$ cat config.mk
export PLATFORM = sky130hd
export DESIGN_NAME = difftest_step_scheduler
export DESIGN_NICKNAME = d
export VERILOG_FILES = /design/src/rtl/difftest_sched_pkg.sv /design/src/rtl/difftest_rr_pick.sv /design/src/rtl/difftest_step_scheduler.sv
export SDC_FILE = /design/constraint.sdc
export NUM_CORES = 1
export LEC_CHECK = 0
export CORE_ASPECT_RATIO = 0.6
export CORE_MARGIN = 2
export CORE_UTILIZATION = 63
export CTS_CLUSTER_SIZE = 25
export DETAILED_ROUTE_END_ITERATION = 8
export HOLD_SLACK_MARGIN = 0.02
export PLACE_DENSITY = 0.87
export SETUP_SLACK_MARGIN = 0.4
export SYNTH_ARGS = -nofsm -noshare
export SYNTH_HDL_FRONTEND = slang
export SYNTH_SLANG_ARGS = --single-unit
$ cat constraint.sdc
create_clock -name clock -period 11.3 [get_ports clock]
set_input_delay 2.26 -clock clock [delete_from_list [all_inputs] [get_ports clock]]
set_output_delay 2.26 -clock clock [all_outputs]
set_load 0.02 [all_outputs]
$ cat src/rtl/difftest_sched_pkg.sv
// rtl/difftest_sched_pkg.sv - shared state encoding and result codes for the difftest step scheduler
package difftest_sched_pkg;

    typedef enum logic [2:0] {
        IDLE,
        ISSUE,
        WAIT,
        DONE,
        FAIL
    } sched_state_t;

    localparam logic [7:0] SIMV_CONT = 8'h0;
    localparam logic [7:0] SIMV_DONE = 8'h1;
    localparam logic [7:0] SIMV_FAIL = 8'h2;

    // Any non-continue checker code other than "done" collapses to fail.
    function automatic logic [7:0] result_to_simv(input logic [7:0] result);
        return (result == SIMV_DONE) ? SIMV_DONE : SIMV_FAIL;
    endfunction

endpackage

$ cat src/rtl/difftest_rr_pick.sv
// rtl/difftest_rr_pick.sv - combinational round-robin first-nonzero finder
module difftest_rr_pick #(
    parameter int NUM_CORES = 2,
    parameter int IDX_W     = 1
) (
    input  logic [NUM_CORES-1:0] mask,
    input  logic [IDX_W-1:0]     rr,
    output logic                 found,
    output logic [IDX_W-1:0]     idx
);

    int               j;
    logic [IDX_W-1:0] jj;

    always_comb begin
        found = 1'b0;
        idx   = '0;
        j     = 0;
        jj    = '0;
        for (int k = 0; k < NUM_CORES; k++) begin
            j  = (int'(rr) + k) % NUM_CORES;
            jj = IDX_W'(j);
            if (!found && mask[jj]) begin
                found = 1'b1;
                idx   = jj;
            end
        end
    end

endmodule

$ cat src/rtl/difftest_step_scheduler.sv
// rtl/difftest_step_scheduler.sv - arbitrates per-core commit steps onto the single difftest checker port
module difftest_step_scheduler
    import difftest_sched_pkg::*;
#(
    parameter int NUM_CORES      = 2,
    parameter int STEP_WIDTH     = 8,
    parameter int ACC_WIDTH      = 16,
    parameter int TIMEOUT_CYCLES = 5000
) (
    input  logic                             clock,
    input  logic                             reset,
    input  logic [NUM_CORES*STEP_WIDTH-1:0]  core_step,
    input  logic                             clear,
    output logic                             req_valid,
    input  logic                             req_ready,
    output logic [((NUM_CORES > 1) ? $clog2(NUM_CORES) : 1)-1:0] req_core,
    output logic [STEP_WIDTH-1:0]            req_step,
    input  logic                             rsp_valid,
    input  logic [7:0]                       rsp_result,
    output logic [7:0]                       simv_result,
    output logic [NUM_CORES-1:0]             core_stall,
    output logic                             timeout,
    output logic                             proto_err
);

    localparam int IDX_W = (NUM_CORES > 1) ? $clog2(NUM_CORES) : 1;
    localparam int WD_W  = (TIMEOUT_CYCLES > 1) ? $clog2(TIMEOUT_CYCLES) : 1;
    localparam logic [WD_W-1:0]       WD_LAST    = WD_W'((TIMEOUT_CYCLES > 0) ? TIMEOUT_CYCLES - 1 : 0);
    localparam logic [ACC_WIDTH-1:0]  ACC_MAX    = '1;
    localparam logic [ACC_WIDTH-1:0]  HIGH_WATER = ACC_MAX << STEP_WIDTH;
    localparam logic [STEP_WIDTH-1:0] STEP_MAX   = '1;

    sched_state_t           state;
    logic [ACC_WIDTH-1:0]   acc      [NUM_CORES];
    logic [ACC_WIDTH-1:0]   acc_next [NUM_CORES];
    logic [IDX_W-1:0]       rr;
    logic [IDX_W-1:0]       next_rr;
    logic [WD_W-1:0]        wd;
    logic [NUM_CORES-1:0]   nonzero;
    logic                   pick_found;
    logic [IDX_W-1:0]       pick_idx;
    logic [ACC_WIDTH-1:0]   pick_acc;
    logic                   issue_fire;
    logic                   clear_eff;
    logic                   all_quiet;
    logic                   wd_active;
    logic                   wd_fire;
    logic [ACC_WIDTH:0]     sum;
    logic [ACC_WIDTH:0]     sub;
    logic [ACC_WIDTH:0]     diff;

    // FAIL is terminal, so a clear there must not disturb anything.
    assign clear_eff  = clear && (state != FAIL);
    assign issue_fire = req_valid && req_ready;
    assign all_quiet  = ~|core_step;
    assign wd_active  = state inside {IDLE, ISSUE, WAIT};
    assign wd_fire    = (TIMEOUT_CYCLES != 0) && wd_active && all_quiet && !clear_eff && (wd == WD_LAST);
    assign pick_acc   = acc[pick_idx];
    assign next_rr    = (req_core == IDX_W'(NUM_CORES - 1)) ? '0 : req_core + IDX_W'(1);

    always_comb begin
        for (int i = 0; i < NUM_CORES; i++) begin
            nonzero[i]    = (acc[i] != '0);
            core_stall[i] = (acc[i] >= HIGH_WATER);
        end
    end

    difftest_rr_pick #(
        .NUM_CORES (NUM_CORES),
        .IDX_W     (IDX_W)
    ) u_pick (
        .mask  (nonzero),
        .rr    (rr),
        .found (pick_found),
        .idx   (pick_idx)
    );

    // Add and subtract land together; floor at zero covers a clear racing an issued request.
    always_comb begin
        sum  = '0;
        sub  = '0;
        diff = '0;
        for (int i = 0; i < NUM_CORES; i++) begin
            sum  = {1'b0, acc[i]} + (ACC_WIDTH+1)'(core_step[i*STEP_WIDTH +: STEP_WIDTH]);
            sub  = (issue_fire && (req_core == IDX_W'(i))) ? (ACC_WIDTH+1)'(req_step) : '0;
            diff = (sum > sub) ? (sum - sub) : '0;
            if (clear_eff) begin
                acc_next[i] = '0;
            end else if (diff > {1'b0, ACC_MAX}) begin
                acc_next[i] = ACC_MAX;
            end else begin
                acc_next[i] = diff[ACC_WIDTH-1:0];
            end
        end
    end

    always_ff @(posedge clock) begin
        for (int i = 0; i < NUM_CORES; i++) begin
            acc[i] <= reset ? '0 : acc_next[i];
        end
    end

    always_ff @(posedge clock) begin
        if (reset) begin
            state       <= IDLE;
            rr          <= '0;
            wd          <= '0;
            req_valid   <= 1'b0;
            req_core    <= '0;
            req_step    <= '0;
            simv_result <= SIMV_CONT;
            timeout     <= 1'b0;
            proto_err   <= 1'b0;
        end else begin
            if (rsp_valid && (state != WAIT)) begin
                proto_err <= 1'b1;
            end

            if (clear_eff || !all_quiet) begin
                wd <= '0;
            end else if (wd_active) begin
                wd <= wd + WD_W'(1);
            end

            if (wd_fire) begin
                state       <= FAIL;
                req_valid   <= 1'b0;
                simv_result <= SIMV_FAIL;
                timeout     <= 1'b1;
            end else begin
                case (state)
                    IDLE: begin
                        if (pick_found) begin
                            req_core  <= pick_idx;
                            req_step  <= (pick_acc > ACC_WIDTH'(STEP_MAX)) ? STEP_MAX
                                                                          : pick_acc[STEP_WIDTH-1:0];
                            req_valid <= 1'b1;
                            state     <= ISSUE;
                        end
                    end
                    ISSUE: begin
                        if (req_ready) begin
                            req_valid <= 1'b0;
                            rr        <= next_rr;
                            state     <= WAIT;
                        end
                    end
                    WAIT: begin
                        if (rsp_valid) begin
                            if (rsp_result == SIMV_CONT) begin
                                state <= IDLE;
                            end else begin
                                state       <= (rsp_result == SIMV_DONE) ? DONE : FAIL;
                                simv_result <= result_to_simv(rsp_result);
                            end
                        end
                    end
                    DONE: begin
                        if (clear) begin
                            state       <= IDLE;
                            simv_result <= SIMV_CONT;
                        end
                    end
                    FAIL: begin
                        state <= FAIL;
                    end
                    default: begin
                        state <= FAIL;
                    end
                endcase
            end
        end
    end

endmodule

==> implementation parameters <==
Parameter                              Value

Clock tree
  Number of sinks on the clock net ... 63
  Clock tree root buffer cell ... clkbuf_16
  CTS tree ... done
  CTS buffer count ... 9
  Maximum root-to-sink buffer count ... 2
  Clock-pin slew reported for the worst setup and hold paths after clock tree synthesis ... 0.05 ns
  Number of H-tree levels ... 3
  Insertion delay of the later-clocked pin in the worst-skew pair ... 0.33 ns
  Hold_buf cts ... 0
  Postcts setup bufs ... 0
  Number of gates resized after cts ... 0

Routing
  Average routed wire per standard cell ... 18.7 um
  Vias ... 5,042
  Post-route DRC ... 0
  Number of nets with antenna violations after detailed routing ... 0
  Post-detailed-route via-to-cell ratio ... 6.60
  Number of iterations in the first detailed-routing pass ... 7
  Initial detailed-routing violation count ... 617
  Detailed-route wire length ... 14,300 um

Synth
  Share of the yosys chip area belonging to registers ... 0.247
  Yosys cell types ... 78
  Total standard cell area after synthesis ... 0.00511 mm2
  Post-synthesis async set-or-reset flop share ... 0
  Synthesized area divided by synthesized cell count ... 8.32 um2
  Synthesized instance count ... 614
  Cell type with the largest total area after synthesis ... dfxtp_1
  Top_reg_cell synth ... dfxtp_1
  Leading post-synthesis cells by cell area ... dfxtp_1 (25%), ha_1 (8.1%), xnor2_1 (5.0%)
  EDFF count, synth ... 0
  Number of warnings printed during yosys synthesis ... 0
  Register bit total from synthesis ... 63
  Portion of synthesized cell area occupied by the leading cell type ... 0.247

STA
  Final critical delay including setup and external delays ... 6.36 ns
  Transition time at the pin with the least slew margin ... 1.36 ns
  Count of final max-slew check failures ... 0
  Final critical-path share of the clock period ... 0.563
  Number of hold-slack violations in the final timing report ... 0
  Maximum operating frequency ... 157 MHz
  Setup total negative slack ... 0 ns
  Final setup violation count ... 0
  Fin Hold WS ... 0.475 ns
  Tightest slew margin relative to the limit ... 0.0881
  Unrepaired setup endpoints after global routing ... no
  Worst-case clock skew ... 0.00615 ns

Die
  Floorplan die height ... 73.7 um
  Die X-Extent ... 120 um
  Floorplan Core Area ... 0.00788 mm2
  Number of placement rows ... 25
  Die area ... 0.00887 mm2
  Effective utilization at floorplan ... 0.648
  Boundary Pins ... 51

Setup path
  Element type at the critical path start ... input port
  Category of cells accounting for the largest share of critical-path delay ... compound AO/OA/AOI/OAI gates
  WP buf/inv ... 1
  Required time reported for the critical path endpoint ... 11.46 ns
  Setup CP Type ... in2reg
  Largest fanout on the critical path ... 16
  Cell type with the highest occurrence count on the critical path ... nand2_1
  Highest cell delay on the worst timing path ... 0.94 ns
  Crit path arrival time ... 6.52 ns
  Master of the slowest instance on the critical path ... o41ai_4
  Capturing element type of the critical path ... flip-flop
  List of cells traversed by the critical path ... clkdlybuf4s50_1, nand2_1, nor2_1, nand2_1, ha_1, nor2b_1, o31a_1, o31ai_1, a21oi_1, a211oi_4, nor2_2, o41ai_4, a31oi_1

Place
  Total instance count after detailed placement ... 749
  Port Buf Inserts ... 44
  Last weighted congestion value of the routability-driven placer ... 0.923
  Post-detailed-placement cell area ... 0.00557 mm2
  HPWL Detailed ... 10,700 um

GRT
  GRT met1 Usage ... 0.476
  Number of global-route vias before repair ... 4,551
  GR met2 Demand/Resource ... 0.499
  GRT met3 Usage ... 0.0862
  Wire length of the first global-routing pass ... 22,900 um
  Most Used Layer, Global Route ... met2
  Overall global routing resource usage ... 0.330
  Pin count of the biggest net entering global routing ... 18
  Remaining global-route overflow ... 0
  Number of antenna violations at the first check in global routing ... 0

Pwr
  Internal Power ... 0.868 mW
  Register share of total power ... 0.218
  Switching pwr ... 0.764 mW
  Part of the total power dissipated in the clock network ... 0.172
  Combinational power share ... 0.610
  Share of total power consumed by net switching ... 0.468
  Power density cells ... 278 mW/mm2
  Static Leak ... 2.22 nW
  Worst VDD drop ... 0.000116 V

Final layout
  Layout cell share with drive strength beyond 1 ... 0.0869
  Commonest non-fill, non-tap cell in the layout ... nor2_1
  Final Instance Area ... 0.00587 mm2
  Most used cells in the layout excluding fill and tap cells ... nor2_1 (64), dfxtp_1 (63), clkdlybuf4s50_1 (44)
  Final standard cell utilization of the core ... 0.745
  Post-route non-filler standard cell count ... 764
  Area growth from synthesis to layout ... 14.9%
  Layout net count ... 718
  Antenna cell count ... 0

Min path
  Hold WC Path Type ... reg2reg

Flow run
  Number of max-capacitance violations reported ... 0

Outcome
  Outcome ... completed
worst paths after layout:
| path | start | to | slack (ns) | cells after the start |
|---|---|---|---|---|
| setup / recovery | req_ready | acc[0][0]$_SDFF_PP0_ | 4.94 | 13 |
| hold / removal | proto_err$_SDFFE_PP0P_ | proto_err$_SDFFE_PP0P_ | 0.47 | 2 |
| setup reg to reg | acc[0][0]$_SDFF_PP0_ | acc[0][0]$_SDFF_PP0_ | 7.03 | 15 |
| hold reg to reg | proto_err$_SDFFE_PP0P_ | proto_err$_SDFFE_PP0P_ | 0.47 | 2 |
cell type report:
type	count	area (um2)
clock buffers	12	256
clock inverters	3	42.5
fillers	586	2010
inverters	26	97.6
multi-input cells	508	3640
flip-flops and latches	63	1260
well taps	108	135
repair buffers	44	440
cell usage after synthesis (5+ instances only):
| cell type | n |
|---|---|
| a211oi_1 | 16 |
| and2_1 | 9 |
| buf_4 | 7 |
| a21o_1 | 18 |
| nor2_1 | 64 |
| nand4_1 | 13 |
| a31oi_2 | 9 |
| o21ai_0 | 16 |
| buf_2 | 5 |
| nand2b_1 | 7 |
| clkbuf_1 | 7 |
| xor2_1 | 18 |
| a21oi_1 | 33 |
| nand3_1 | 18 |
| nor4_1 | 6 |
| nor3_1 | 16 |
| dfxtp_1 | 63 |
| inv_1 | 26 |
| or2_2 | 6 |
| or3_1 | 10 |
| nand2_1 | 42 |
| mux2i_1 | 15 |
| xnor2_1 | 29 |
| and3_1 | 7 |
| ha_1 | 33 |
| o21a_1 | 22 |
| o211ai_1 | 7 |
| or4_1 | 10 |
per-layer routing:
layer	part of all wire	up-vias
met4	0.011	0
met5	0	-
li1	-	2347
met1	0.45	2347
met3	0.12	20
met2	0.42	328
state kept, by name (all words and copies together), names as in the netlist:
signal / count
acc: 32
proto_err: 1
req_core: 1
req_step: 8
req_valid: 1
rr: 1
simv_result: 2
state: 3
timeout: 1
wd: 13
power groups by stage:
stage               combinational [mW]  clock (mW)  sequential (mW)
detailed placement               0.949           0            0.354
global placement                 0.908           0            0.353
floorplan                        0.745           0            0.338
global route                      1.07       0.291            0.361
finish                           0.995       0.281            0.357
CTS                              0.966       0.282            0.351
cell families after synthesis:
| kind of cell | count (synthesis) | synth area share |
|---|---|---|
| AND/OR/NAND/NOR | 228 | 0.233 |
| AO/OA/AOI/OAI | 174 | 0.266 |
| flip-flops | 63 | 0.247 |
| buffers and inverters | 48 | 0.0446 |
| XOR/XNOR | 47 | 0.0806 |
| adder cells (fa/ha/maj) | 37 | 0.0965 |
| multiplexers | 16 | 0.0316 |
| other | 1 | 0.000734 |
worst reg2reg max path, stage by stage (launching register included):
cell      delay, ns
dfxtp_1        0.38
ha_1           0.19
inv_1          0.05
fa_1           0.40
nor2b_1        0.18
o31a_1         0.24
o21a_1         0.26
nor2_1         0.10
xnor2_1        0.15
ha_1           0.37
o21ai_0        0.16
a21oi_1        0.09
a211oi_4       0.38
nor2_2         0.11
o41ai_4        0.94
a31oi_1        0.10
through the flow:
stage          setup WS (ns)  power, mW
6_report                4.94       1.63
5_1_grt                 4.69       1.73
4_1_cts                 5.07       1.60
3_5_place_dp            4.69       1.30
3_3_place_gp            4.93       1.26
2_1_floorplan           6.02       1.08
(Power assumes the default switching activity.)
